File: src/rtl/conv_5_result_writer_pkg.sv
// Shared defaults, FSM state encoding and sizing helpers for the layer-5 result writer.
package conv_5_result_writer_pkg;

  localparam int unsigned L5_MAP_W      = 8;
  localparam int unsigned L5_MAP_H      = 8;
  localparam int unsigned L5_ADDR_W     = 7;
  localparam int unsigned L5_ACC_W      = 20;
  localparam int unsigned L5_SHIFT      = 8;
  localparam int unsigned L5_READY_ROWS = 2;
  localparam int unsigned PIX_W         = 8;

  typedef enum logic [1:0] {
    IDLE  = 2'd0,
    WRITE = 2'd1,
    DONE  = 2'd2
  } wr_state_t;

  // Counter width able to hold the value n itself (counts run 0..n).
  function automatic int unsigned cnt_width(input int unsigned n);
    return $clog2(n + 1);
  endfunction

endpackage

File: src/rtl/requant_clamp.sv
// Combinational round-half-up, arithmetic right shift and clamp to unsigned 8 bits.
module requant_clamp
  import conv_5_result_writer_pkg::*;
#(
  parameter int unsigned ACC_W = L5_ACC_W,
  parameter int unsigned SHIFT = L5_SHIFT
) (
  input  logic [ACC_W-1:0] acc,
  output logic [PIX_W-1:0] q_c
);

  localparam int unsigned R_W    = ACC_W + 1;
  localparam int unsigned RND_SH = (SHIFT > 0) ? SHIFT - 1 : 0;
  localparam logic [R_W-1:0] RND = (SHIFT > 0) ? (R_W'(1) << RND_SH) : '0;

  logic signed [R_W-1:0] r;
  logic signed [R_W-1:0] q;

  // One guard bit keeps the rounding add from wrapping at the positive limit.
  assign r = $signed({acc[ACC_W-1], acc}) + $signed(RND);
  assign q = r >>> SHIFT;

  always_comb begin
    q_c = q[PIX_W-1:0];
    if (q[R_W-1]) begin
      q_c = '0;
    end else if (q > $signed(R_W'(255))) begin
      q_c = '1;
    end
  end

endmodule

File: src/rtl/conv_5_result_writer.sv
// Layer-5 feature-map RAM write side: accepts raster accumulators, requantises,
// writes them out and raises the ready/complete levels that layer 6 waits on.
module conv_5_result_writer
  import conv_5_result_writer_pkg::*;
#(
  parameter int unsigned MAP_W      = L5_MAP_W,
  parameter int unsigned MAP_H      = L5_MAP_H,
  parameter int unsigned ADDR_W     = L5_ADDR_W,
  parameter int unsigned ACC_W      = L5_ACC_W,
  parameter int unsigned SHIFT      = L5_SHIFT,
  parameter int unsigned READY_ROWS = L5_READY_ROWS
) (
  input  logic              clk,
  input  logic              rst,
  input  logic              layer_5_write_begin,
  input  logic              acc_valid,
  input  logic [ACC_W-1:0]  acc_in,
  output logic              wr_en,
  output logic [ADDR_W-1:0] layer_5_write_addr,
  output logic [PIX_W-1:0]  d_out,
  output logic              conv_5_ready,
  output logic              conv_5_write_complete,
  output logic              overflow_flag
);

  localparam int unsigned TOTAL     = MAP_W * MAP_H;
  localparam int unsigned READY_CNT = READY_ROWS * MAP_W;
  localparam int unsigned CNT_W     = cnt_width(TOTAL);

  wr_state_t        state;
  logic [CNT_W-1:0] accept_cnt;
  logic [CNT_W-1:0] write_cnt;
  logic [PIX_W-1:0] q_c;
  logic             accept_c;
  logic             start_c;
  logic             last_wr_c;
  logic             ready_hit_c;

  requant_clamp #(
    .ACC_W (ACC_W),
    .SHIFT (SHIFT)
  ) u_requant (
    .acc (acc_in),
    .q_c (q_c)
  );

  assign accept_c    = (state == WRITE) && acc_valid && (accept_cnt < CNT_W'(TOTAL));
  assign start_c     = (state == IDLE) && layer_5_write_begin;
  // Flags track completed writes, so they rise at the edge closing the qualifying write.
  assign last_wr_c   = wr_en && (write_cnt == CNT_W'(TOTAL - 1));
  assign ready_hit_c = wr_en && (write_cnt == CNT_W'(READY_CNT - 1));

  always_ff @(posedge clk) begin
    if (!rst) begin
      state                 <= IDLE;
      accept_cnt            <= '0;
      write_cnt             <= '0;
      wr_en                 <= 1'b0;
      layer_5_write_addr    <= '0;
      d_out                 <= '0;
      conv_5_ready          <= 1'b0;
      conv_5_write_complete <= 1'b0;
      overflow_flag         <= 1'b0;
    end else begin
      wr_en <= accept_c;
      if (accept_c) begin
        layer_5_write_addr <= ADDR_W'(accept_cnt);
        d_out              <= q_c;
        accept_cnt         <= accept_cnt + CNT_W'(1);
      end
      if (wr_en) begin
        write_cnt <= write_cnt + CNT_W'(1);
      end

      // A dropped beat on the starting edge must still leave the flag set.
      if (acc_valid && !accept_c) begin
        overflow_flag <= 1'b1;
      end else if (start_c) begin
        overflow_flag <= 1'b0;
      end

      case (state)
        IDLE: begin
          conv_5_ready          <= 1'b0;
          conv_5_write_complete <= 1'b0;
          if (layer_5_write_begin) begin
            state      <= WRITE;
            accept_cnt <= '0;
            write_cnt  <= '0;
          end
        end
        WRITE: begin
          if (ready_hit_c) begin
            conv_5_ready <= 1'b1;
          end
          if (last_wr_c) begin
            conv_5_write_complete <= 1'b1;
            state                 <= DONE;
          end
        end
        DONE: begin
          if (!layer_5_write_begin) begin
            state                 <= IDLE;
            conv_5_ready          <= 1'b0;
            conv_5_write_complete <= 1'b0;
          end
        end
        default: begin
          state                 <= IDLE;
          conv_5_ready          <= 1'b0;
          conv_5_write_complete <= 1'b0;
        end
      endcase
    end
  end

endmodule
File: config.mk
export PLATFORM = sky130hd
export DESIGN_NAME = conv_5_result_writer
export DESIGN_NICKNAME = d
export VERILOG_FILES = /design/src/rtl/conv_5_result_writer_pkg.sv /design/src/rtl/requant_clamp.sv /design/src/rtl/conv_5_result_writer.sv
export SDC_FILE = /design/constraint.sdc
export NUM_CORES = 1
export LEC_CHECK = 0
export ABC_AREA = 1
export CAP_MARGIN = 20
export CORE_MARGIN = 2
export CORE_UTILIZATION = 45
export CTS_BUF_LIST = sky130_fd_sc_hd__clkbuf_8
export CTS_CLUSTER_SIZE = 40
export DETAILED_ROUTE_END_ITERATION = 16
export MAX_ROUTING_LAYER = met4
export PLACE_DENSITY_LB_ADDON = 0.25
export SYNTH_ARGS = -nofsm -noshare
export SYNTH_HDL_FRONTEND = slang
export SYNTH_SLANG_ARGS = --single-unit
export TNS_END_PERCENT = 10
File: constraint.sdc
create_clock -name clk -period 1.7 [get_ports clk]
set_clock_uncertainty 0.15 [all_clocks]
set_input_delay 0.51 -clock clk [delete_from_list [all_inputs] [get_ports clk]]
set_output_delay 0.51 -clock clk [all_outputs]
set_load 0.01 [all_outputs]
==> results.md, run 1 <==
- The run finished with clean final reports.
- The number of flops mapped to enable cells by yosys is 0.
- The total inserted antenna cells is 0.
- The average vias per placed instance is 4.94.
- The number of hold violations in the final report is 0.
- The smallest clock period supported by the final layout is computed as 1.59 ns.
- Global routing finished with a remaining overflow of 0.
- The fraction of power consumed by the clock network is 32.9%.
- The total net switching power is 0.441 mW.
- In this run the standard cell core region covers 3630 µm².
- The static power due to leakage is 1.12 nW.
- The final worst hold slack is 0.278 ns.
- The highest layer touched by signal routing is met4.
- The area growth from synthesis to layout is 48.9%.
- The primary flip-flop cell chosen by synthesis mapping is sky130_fd_sc_hd__dfxtp_1.
- The clock reaches the later pin of the worst-skew pair after 0.28 ns.
- The proportion of netlist area held by the largest area contributor is 41.6%.
- The number of iterations in the first detailed-routing pass is 4.
- The total length of routed wires is 3.98 mm.
- Of the total power, combinational logic draws 16.8%.
- The data required time at the worst endpoint is 1.04 ns.
- Routability-driven placement finished with a final weighted congestion of 0.849.
- The first routing iteration left 75 violations.
- Net switching is 26.0% of the power.
- The worst pin sits at a relative slew slack of 83.6%.
- The die outline width is 65.2 µm.
- In this run the power density over the cells is 674 nW/µm².
- The clock passes through at most 2 buffers.
- The clock tree root buffer cell is sky130_fd_sc_hd__clkbuf_8.
- In this run the remaining antenna-violating nets after routing total 0.
- The area after detailed placement is 2330 µm².
- Of all nets on the critical path, the largest fanout is 2.
- The met1 wire length is 1.92 mm.
- Global routing used 21.1% of the available tracks.
- The final number of max-transition violations is 0.
- The highest achievable clock rate is 629 MHz.
- Traced cell by cell, the critical path runs through dlygate4sd2_1.
- Max-cap violations in this run came to 0.
- CTS saw 35 sinks.
- The endpoint kind of the worst setup timing path is a primary output.
- The floorplan step defined a die boundary enclosing 4250 µm².
- TritonCTS built the clock tree.
- The cell row count is 22.
- The number of clock buffers inserted by TritonCTS is 5.
- The net count after synthesis is 252.
- Setup violations remaining at the end of the flow were counted as 0.
- The most common cell in the synthesized netlist is sky130_fd_sc_hd__nand2_1.
- The post-synthesis cell count is 224.
- Detailed routing inserted a total of 1,738 vias.
- For this run, asynchronously set or reset flops after synthesis account for 0%.
- The setup total negative slack is 0 ns.
- The startpoint type of the worst setup path is a flop.
- The number of global-route vias before repair is 1,631.
- The cell area after layout is 2510 µm².
- The flop and latch count out of synthesis is 35.
- The worst setup path is of the flop to primary output kind.
- The kind of cell adding the most delay to the critical path is flip-flops.
- The number of warnings reported in the yosys synthesis log is 0.
- The sum of met2 wire segment lengths after detailed routing is 1.80 mm.
- The starting density of the core is 46.4%.
- The number of buffer cells added on primary ports is 35.
- Together, buffers and inverters on the worst path number 1.
- On the worst path, the slowest cell contributes a delay of 0.37 ns.
- For this run, the register share of the synthesized area comes to 41.6%.
- The first global-routing pass estimated 6.82 mm of wire.
- After detailed routing, the number of remaining DRC violations is 0.
- The sum of met3 wire segment lengths after detailed routing is 156 µm.
- After layout, the worst path uses 93.6% of the clock period.
- Entering global routing, the biggest net connects 13 pins.
- The highest-delay cell along the critical path is sky130_fd_sc_hd__dfxtp_1.
- In the final design database the tool counted 331 nets.
- In this run the cell area of the synthesized design comes to 1690 µm².
- By count the netlist is led by 60 x sky130_fd_sc_hd__nand2_1, 35 x sky130_fd_sc_hd__dfxtp_1, 23 x sky130_fd_sc_hd__a21oi_1, 20 x sky130_fd_sc_hd__nor2_1, 18 x sky130_fd_sc_hd__inv_1.
- The routed wire length per instance is 11.3 µm.
- Internal power comes to 1.25 mW.
- At the worst endpoint, the arrival time is 0.93 ns.
- Synthesis instantiated 28 different standard cells from the library.
- The cell type with the highest aggregate area in the netlist is sky130_fd_sc_hd__dfxtp_1.
- The slew of the pin with the lowest slew margin is 0.244 ns.
- Setup repair after global routing could not meet its margin everywhere.
- Across the VDD grid, the largest voltage drop is 0.512 mV.
- The CTS clock-pin slew for the worst setup and hold paths is 0.07 ns.
- The share of total power dissipated in sequential elements is 50.3%.
- The H-tree generated during clock tree synthesis spans 2 levels.
- Cells with a size suffix above 1 make up 30.6% of the layout.
- The top-level port count is 43.
- Averaged over all synthesized cells, the footprint is 7.52 µm².
- The number of antenna violations at the first check in global routing is 0.
- The path class of the tightest hold or removal check is flop to flop.
- The HPWL after detailed placement is 2.94 mm.
- The die span in y is 65.2 µm.
- In the post-synthesis netlist, the biggest area contributors are sky130_fd_sc_hd__dfxtp_1 42%, sky130_fd_sc_hd__nand2_1 13%, sky130_fd_sc_hd__a21oi_1 6.8%.
## registers in the layout, summed over array words and instances (netlist names)
name,cells
wr_en,1
write_cnt,7
layer_5_write_addr,7
conv_5_ready,1
overflow_flag,1
d_out,8
accept_cnt,7
conv_5_write_complete,1
state,2
## per-layer routing
layer | GRT usage, % | vias up
met1 | 26.4 | 788
met2 | 32.0 | 41
li1 | - | 898
met3 | 5.31 | 11
met5 | - | -
met4 | 9.64 | 0
## metrics by stage
stage	utilization (%)	total power, mW	instances	setup slack, ns
after floorplan	-	0.986	224	0.00180
after global routing	69.1	1.77	352	-0.00595
after global placement	64.1	1.14	337	-0.615
after detailed placement	64.1	1.14	337	-0.664
final	69.1	1.69	352	0.109
after CTS	67.5	1.69	350	-0.00523
## repair_timing
| item | in CTS | in global routing |
|---|---|---|
| hold endpoints to repair | 0 | 0 |
| resized for setup | 52 | 44 |
| hold buffers | 0 | 0 |
| setup buffers | 5 | 2 |
| pin swaps | 12 | 19 |
| setup endpoints to repair | 29 | 10 |
## worst paths after layout
check / depth (start not counted) / to / slack (ns) / from
worst max-delay path: 1 / d_out[2] / 0.11 / d_out[2]
worst min register to register: 2 / layer_5_write_addr[6] / 0.28 / layer_5_write_addr[6]
worst min-delay path: 2 / layer_5_write_addr[6] / 0.28 / layer_5_write_addr[6]
worst max register to register: 8 / accept_cnt[5] / 0.16 / state[0]
## cell type report
class	count	area (µm²)
inverters	20	77.6
multi-input cells	166	995
fillers	331	1120
well taps	48	60.1
repair buffers	75	594
flip-flops and latches	35	702
clock inverters	3	12.5
clock buffers	5	68.8
## cells by family (layout without fill, tap and decap cells)
| family | after synthesis | in the layout | share of synthesized area (%) |
|---|---|---|---|
| buffers and inverters | 23 | 103 | 5.27 |
| AOI/OAI and AO/OA | 39 | 39 | 13.1 |
| adders and majority gates | 4 | 4 | 2.97 |
| DFF | 35 | 35 | 41.6 |
| xor gates and xnor gates | 9 | 9 | 4.68 |
| and+or+nand+nor | 114 | 114 | 32.4 |
## power groups by stage
| stage | Sequential [mW] | Combinational (mW) | Clock (mW) |
|---|---|---|---|
| 2_1_floorplan | 0.876 | 0.110 | 0 |
| 3_5_place_dp | 0.870 | 0.272 | 0 |
| 3_3_place_gp | 0.870 | 0.270 | 0 |
| 6_report | 0.852 | 0.284 | 0.557 |
| 4_1_cts | 0.851 | 0.267 | 0.568 |
| 5_1_grt | 0.853 | 0.313 | 0.607 |
## cell usage in the layout (no fill, tap or decap), drive strengths merged
cell type	netlist	routed
o21ai	9	9
nor3b	1	1
dlygate4sd2	0	21
xnor2	3	3
ha	4	4
clkdlybuf4s50	0	2
xor2	6	6
buf	2	44
nor3	5	5
clkinv	0	1
a21oi	24	24
dlymetal6s2s	0	1
nand4	6	6
nor2	29	29
clkbuf	1	12
nand3	8	8
nand3b	1	1
a31oi	2	2
a211oi	2	2
inv	20	22
nand2	64	64
a32o	1	1
dfxtp	35	35
o21a	1	1
(Power assumes the default switching activity.)
==> inputs of run 2 (changes only) <==
--- a/config.mk
+++ b/config.mk
@@ -8,8 +8,9 @@
 export ABC_AREA = 1
 export CAP_MARGIN = 20
 export CORE_MARGIN = 2
-export CORE_UTILIZATION = 45
+export CORE_UTILIZATION = 50
 export CTS_BUF_LIST = sky130_fd_sc_hd__clkbuf_8
+export CTS_CLUSTER_DIAMETER = 100
 export CTS_CLUSTER_SIZE = 40
 export DETAILED_ROUTE_END_ITERATION = 16
 export MAX_ROUTING_LAYER = met4
==> constraint.sdc (replaced) <==
create_clock -name clk -period 1.53 [get_ports clk]
set_clock_uncertainty 0.15 [all_clocks]
set_input_delay 0.459 -clock clk [delete_from_list [all_inputs] [get_ports clk]]
set_output_delay 0.459 -clock clk [all_outputs]
set_load 0.01 [all_outputs]
==> run 2 against run 1 <==
Total power grew 27%. Worst setup slack lost 0.18 ns. Combinational power grew 20%. Clock power grew 54%. Sequential power grew 11%. Hold slack gained 0.030 ns. Count of clock-buffer cells in the layout grew 1. Utilization grew 11 points. Critical path depth grew 11. The flow now finishes with violations (setup timing). First-iteration DRC count grew 65%.
==> results.md, run 2 (synthesis gave the netlist of run 1 again) <==
- The share of the cycle needed by the critical path after routing is 105%.
- The top-level port count came to 43 (unchanged).
- In the layout the commonest cells are 52 x sky130_fd_sc_hd__nand2_1, 43 x sky130_fd_sc_hd__buf_4, 34 x sky130_fd_sc_hd__dfxtp_1, 21 x sky130_fd_sc_hd__a21oi_1, 15 x sky130_fd_sc_hd__nor2_1.
- The fraction of layout instances using a drive strength above 1 is 36.9% (+6.3 points).
- The HPWL after detailed placement is 3.02 mm (+2.6%).
- The remaining routing DRC violations is 0 (unchanged).
- The highest net fanout along the worst path is 6 (+4).
- The design internal power is 1.62 mW (+30%).
- The arrival time of the worst setup path was 1.63 ns (+0.70 ns).
- The sequential cell fraction of total power is 44.1% (-6.2 points).
- The post-route total power came to 2.15 mW (+27%).
- The reported max-cap violation count is 0 (unchanged).
- The number of buffer cells added on primary ports is 35 (unchanged).
- The number of nets in the layout is 333 (+0.60%).
- The number of clock buffers inserted by TritonCTS is 5 (unchanged).
- The register ranked first by flip-flop count is d_out.
- The maximum buffer depth of the clock tree came to 2 (unchanged).
- The total of endpoints with negative setup slack in the final report is 8 (+8).
- The fraction of power consumed by the clock network is 40.0% (+7.1 points).
- The starting density of the core is 51.3% (+4.9 points).
- The average vias per placed instance was 5.03 (+1.8%).
- The switching portion of total power is 24.3% (-1.7 points).
- The total length of routed wires came to 4.53 mm (+14%).
- TritonCTS built the clock tree.
- The floorplan die area came to 3850 µm² (-9.4%).
- The relative max-transition margin is 82.6% (-1.0 points).
- The slew of the pin with the lowest slew margin is 0.260 ns (+0.0164 ns).
- The setup total negative slack is -0.241 ns (-0.241 ns).
- The power density of the placed cells is 820 nW/µm² (+22%).
- The flow ran to the end, but the final reports show violations.
- The TritonCTS sink count was 35 (unchanged).
- The number of antenna violations at the first check in global routing was 0 (unchanged).
- The number of hold buffers added after cts is 0 (unchanged).
- Setup repair after global routing could not meet its margin everywhere.
- The number of iterations in the first detailed-routing pass came to 4 (unchanged).
- The routed via count is 1,770 (+1.8%).
- The clock period minus final worst setup slack is 1.60 ns.
- The data required time at the worst endpoint is 1.56 ns (+0.52 ns).
- The die span in y is 62.1 µm (-4.8%).
- The residual overflow from global routing is 0 (unchanged).
- The most common library cell in the layout ignoring fill and taps is sky130_fd_sc_hd__nand2_1.
- The area of the core came to 3280 µm² (-9.6%).
- The count of H-tree levels built during CTS is 2 (unchanged).
- The combinational share of power is 15.9% (-0.9 points).
- The final critical-path setup slack is -0.0689 ns (-0.178 ns).
- The number of global-route vias before repair is 1,517 (-7.0%).
- The post-detailed-route count of antenna-violating nets was 0 (unchanged).
- The setup path with the least slack is of type primary input to flop.
- The pin count of the biggest net entering global routing is 15 (+2).
- The final worst hold slack is 0.308 ns (+0.0300 ns).
- STA classifies the critical path endpoint as a flop.
- The cell row count is 21 (-4.5%).
- The last weighted congestion value of the routability-driven placer is 0.803 (-5.4%).
- The startpoint type of the worst setup path is a primary input.
- The area growth from synthesis to layout is 55.2%.
- The number of flip-flops under the largest register name is 8 (unchanged).
- The final reports fail on setup timing.
- The source-to-sink clock delay at the later pin of the worst-skew pair is 0.29 ns (about the same).
- The worst supply voltage drop on vdd is 0.539 mV (+5.3%).
- The clock tree root buffer cell is sky130_fd_sc_hd__clkbuf_8.
- The first-pass GRT wire length came to 6.87 mm (+0.60%).
- The die outline width was 62.1 µm (-4.8%).
- The total inserted antenna cells is 0 (unchanged).
- Based on the critical path, the design can be clocked at up to 625 MHz.
- The total net switching power is 0.521 mW (+18%).
- The static power due to leakage is 1.09 nW (-2.6%).
- The number of hold violations in the final report came to 0 (unchanged).
- The worst-case register-to-register setup slack is -0.02 ns (-0.18 ns).
- The routed wire length per instance is 12.9 µm (+14%).
- The CTS clock-pin slew for the worst setup and hold paths is 0.07 ns (about the same).
- The global-route usage over all layers came to 25.2% (+4.2 points).
- The final number of max-transition violations was 0 (unchanged).
- The number of DRC markers after the initial detailed-route iteration is 124 (+65%).
- The worst hold path belongs to the class flop to flop.
==> run 2: changes by cell type in the layout (fill, tap and decap cells not counted), sizes merged <==
cell,previous run,this run
dlygate4sd2,21,3
buf,44,50
inv,22,20
bufinv,0,1
dlymetal6s2s,1,0
clkdlybuf4s15,0,15
clkbuf,12,13
==> run 2: worst paths after layout <==
check                             start               endpoint  cells after the start
setup / recovery             acc_in[15]               d_out[7]                     12
hold / removal    layer_5_write_addr[4]  layer_5_write_addr[4]                      2
setup reg to reg               state[0]          accept_cnt[5]                      8
hold reg to reg   layer_5_write_addr[4]  layer_5_write_addr[4]                      2
==> run 2: critical path: stages <==
cell and delay (ns):
sky130_fd_sc_hd__clkdlybuf4s15_2 0.20, sky130_fd_sc_hd__nand2_1 0.10, sky130_fd_sc_hd__nor2_2 0.16, sky130_fd_sc_hd__nand2_2 0.08, sky130_fd_sc_hd__nand2_2 0.07, sky130_fd_sc_hd__nand2_2 0.06
sky130_fd_sc_hd__nor2_4 0.12, sky130_fd_sc_hd__nand2_4 0.08, sky130_fd_sc_hd__nand2_4 0.10, sky130_fd_sc_hd__nand2_1 0.06, sky130_fd_sc_hd__nand2_1 0.07, sky130_fd_sc_hd__a21oi_1 0.06
==> run 2: per-stage QoR <==
step	instances	instance area, µm²	util (%)	setup WS, ns
finish	352	2620	79.7	-0.0689
global route	352	2620	79.7	-0.141
CTS	348	2530	77.0	-0.0604
detailed placement	336	2390	72.7	-0.837
global placement	336	2390	72.7	-0.822
floorplan	224	1730	-	-0.0596
==> run 2: per-layer routing <==
| layer | global-route usage, % | routed length (µm) | vias up |
|---|---|---|---|
| met1 | 34.3 | 2070 | 819 |
| met3 | 8.07 | 238 | 6 |
| met5 | - | 0 | - |
| met2 | 37.2 | 2170 | 47 |
| met4 | 4.56 | 50 | 0 |
| li1 | - | - | 898 |
==> run 2: what timing repair did <==
| item | CTS | global route |
|---|---|---|
| setup endpoints to repair | 33 | 40 |
| setup buffers | 4 | 4 |
| pin swaps | 17 | 22 |
| gates resized for setup | 81 | 49 |
==> run 2: layout make-up <==
cell class	count	area [µm²]
Clock inverter	2	35.0
Multi-Input combinational cell	166	1020
Sequential cell	35	702
Timing Repair Buffer	77	639
Fill cell	212	668
Inverter	20	77.6
Clock buffer	6	82.6
Tap cell	46	57.6
==> run 2: power groups by stage <==
stage	sequential (mW)	combinational, mW	clock [mW]
after detailed placement	0.967	0.315	0
after global routing	0.949	0.371	0.920
after CTS	0.946	0.313	0.867
after global placement	0.967	0.310	0
after floorplan	0.974	0.127	0
final	0.947	0.341	0.858
==> inputs of run 3 (changes only) <==
--- a/config.mk
+++ b/config.mk
@@ -6,9 +6,10 @@
 export NUM_CORES = 1
 export LEC_CHECK = 0
 export ABC_AREA = 1
-export CAP_MARGIN = 20
+export CELL_PAD_IN_SITES_DETAIL_PLACEMENT = 1
+export CELL_PAD_IN_SITES_GLOBAL_PLACEMENT = 2
 export CORE_MARGIN = 2
-export CORE_UTILIZATION = 50
+export CORE_UTILIZATION = 28
 export CTS_BUF_LIST = sky130_fd_sc_hd__clkbuf_8
 export CTS_CLUSTER_DIAMETER = 100
 export CTS_CLUSTER_SIZE = 40
==> run 3 against run 2 <==
Utilization is 34 points lower. The flow now finishes without violations. Worst setup slack better by 0.086 ns. Combinational power is 2% higher. First-iteration DRC count is 71% lower. Non-clock buffer count is 4 lower. Largest power group unchanged. Sequential share of layout area is 0.50 points lower. Global-route usage is 9.5 points lower. Largest cell class unchanged. Cell count is 7.1% higher.
==> results.md, run 3 (synthesis gave the netlist of run 1 again) <==
- The flow ran to the end, and the final reports show no timing, DRC or antenna violations.
- The cell row count is 28 (+33%).
- TritonCTS built the clock tree.
- Setup repair after global routing could not meet its margin everywhere.
- The number of buffer cells added on primary ports came to 35 (unchanged).
- The register ranked first by flip-flop count is d_out.
- The total inserted antenna cells is 0 (unchanged).
- The most common library cell in the layout ignoring fill and taps is sky130_fd_sc_hd__nand2_1.
- The power density of the placed cells came to 719 nW/µm² (-12%).
- The worst supply voltage drop on vdd was 0.309 mV (-43%).
- The HPWL after detailed placement is 3.71 mm (+23%).
- The remaining routing DRC violations is 0 (unchanged).
- The number of hold violations in the final report is 0 (unchanged).
- The number of nets in the layout came to 329 (-1.2%).
- The number of antenna violations at the first check in global routing is 0 (unchanged).
- The count of H-tree levels built during CTS was 2 (unchanged).
- The library cells used most frequently in the layout, excluding fill and tap cells, are 42 x sky130_fd_sc_hd__nand2_1, 34 x sky130_fd_sc_hd__buf_4, 32 x sky130_fd_sc_hd__dfxtp_1, 19 x sky130_fd_sc_hd__a21oi_1.
- The worst setup path is captured at a flop.
- The number of global-route vias before repair is 1,738 (+15%).
- The final critical-path setup slack is 0.0168 ns (+0.0856 ns).
- The static power due to leakage is 1.09 nW (-0.81%).
- The source-to-sink clock delay at the later pin of the worst-skew pair came to 0.28 ns (about the same).
- The post-route total power is 1.92 mW (-10%).
- The total length of routed wires is 4.73 mm (+4.5%).
- The classification of the worst setup path is primary input to flop.
- The post-detailed-route count of antenna-violating nets was 0 (unchanged).
- The highest achievable clock rate is 661 MHz (+5.7%).
- The final worst hold slack came to 0.286 ns (-0.0216 ns).
- The TritonCTS sink count is 35 (unchanged).
- The number of DRC markers after the initial detailed-route iteration came to 36 (-71%).
- The die span in y came to 81.6 µm (+31%).
- The share of the cycle needed by the critical path after routing came to 98.9% (-5.6 points).
- The floorplan die area came to 6660 µm² (+73%).
- The average vias per placed instance is 4.51 (-10%).
- The setup total negative slack was 0 ns (+0.241 ns).
- The pre-CTS worst setup slack was -0.873 ns (-0.0355 ns).
- The relative max-transition margin came to 83.8% (+1.1 points).
- The total of endpoints with negative setup slack in the final report is 0 (-8).
- The reported max-cap violation count is 0 (unchanged).
- The arrival time of the worst setup path is 1.59 ns (-0.04 ns).
- The CTS clock-pin slew for the worst setup and hold paths is 0.07 ns (about the same).
- The number of flip-flops under the largest register name is 8 (unchanged).
- The number of clock buffers inserted by TritonCTS came to 5 (unchanged).
- The number of hold buffers added after cts is 0 (unchanged).
- The routed wire length per instance is 12.6 µm (-2.4%).
- The final number of max-transition violations is 0 (unchanged).
- The maximum buffer depth of the clock tree is 2 (unchanged).
- The die outline width is 81.6 µm (+31%).
- The clock period minus final worst setup slack is 1.51 ns (-0.0856 ns).
- The data required time at the worst endpoint was 1.60 ns (+0.04 ns).
- The final core utilization was 45.5% (-34 points).
- The last weighted congestion value of the routability-driven placer is 0.779 (-3.0%).
- The global-route usage over all layers is 15.8% (-9.5 points).
- The slew of the pin with the lowest slew margin is 0.243 ns (-0.0172 ns).
- The highest net fanout along the worst path is 6 (unchanged).
- The area of the core was 5890 µm² (+79%).
- The starting density of the core is 28.6% (-23 points).
- The residual overflow from global routing was 0 (unchanged).
- CTS placed an instance of sky130_fd_sc_hd__clkbuf_8 at the clock tree root.
- The worst min-delay path class is flop to flop.
- The signed area change from the synthesized netlist to the final layout is 58.7%.
- The number of iterations in the first detailed-routing pass is 3 (-1).
- The pin count of the biggest net entering global routing came to 15 (unchanged).
- The routed via count is 1,700 (-4.0%).
- The first-pass GRT wire length is 7.74 mm (+13%).
- The top-level port count came to 43 (unchanged).
- The worst setup path is launched from a primary input.
- The fraction of layout instances using a drive strength above 1 is 37.7% (+0.82 points).
==> run 3: changes by cell type in the layout (fill, tap and decap cells not counted), sizes merged <==
| cell | change |
|---|---|
| clkdlybuf4s15 | +1 |
| dlygate4sd2 | +1 |
| clkbuf | -6 |
| bufinv | -1 |
| buf | -1 |
| inv | +2 |
==> run 3: layout make-up <==
cell class                      count  area (µm²)
Clock buffer                        5        68.8
Clock inverter                      3        12.5
Fill cell                         743        3210
Inverter                           20        77.6
Multi-Input combinational cell    166        1070
Sequential cell                    35         704
Tap cell                           75        93.8
Timing Repair Buffer               73         646
==> run 3: path summary, 6_finish.rpt <==
check	from	to	slack, ns	cells after the start
hold / removal	layer_5_write_addr[6]	layer_5_write_addr[6]	0.29	2
setup reg to reg	state[0]	accept_cnt[5]	0.06	9
setup / recovery	acc_in[11]	d_out[5]	0.02	12
hold reg to reg	layer_5_write_addr[6]	layer_5_write_addr[6]	0.29	2
==> run 3: metal layers <==
| metal | up-vias | track usage (%) | part of all wire (%) |
|---|---|---|---|
| met2 | 22 | 29.9 | 55 |
| met4 | 0 | 4.50 | 1.2 |
| met5 | - | - | 0 |
| met3 | 5 | 2.97 | 2.4 |
| met1 | 789 | 16.5 | 41 |
| li1 | 884 | - | - |
==> run 3: critical path: stages <==
cell                      delay (ns)
sky130_fd_sc_hd__buf_4          0.10
sky130_fd_sc_hd__nand2_4        0.06
sky130_fd_sc_hd__nor2_4         0.16
sky130_fd_sc_hd__buf_6          0.13
sky130_fd_sc_hd__nand4_1        0.10
sky130_fd_sc_hd__nand2_2        0.10
sky130_fd_sc_hd__nor2_4         0.05
sky130_fd_sc_hd__nand2_4        0.08
sky130_fd_sc_hd__nand2_4        0.08
sky130_fd_sc_hd__nand2_2        0.06
sky130_fd_sc_hd__nand2_1        0.06
sky130_fd_sc_hd__a21oi_2        0.14
==> run 3: stage by stage <==
stage                     cell area [µm²]  cells
after detailed placement             2420    365
final                                2680    377
after floorplan                      1730    224
after global placement               2420    365
after global routing                 2680    377
after CTS                            2540    374
==> run 3: what timing repair did <==
item,in CTS,in global routing
pin swaps,19,23
gates resized for setup,93,59
setup endpoints to repair,39,33
setup buffers,1,3
==> run 3: where the power goes <==
part	internal [mW]	switching [mW]
Sequential	0.934	0.0152
Clock	0.306	0.321
Combinational	0.171	0.177
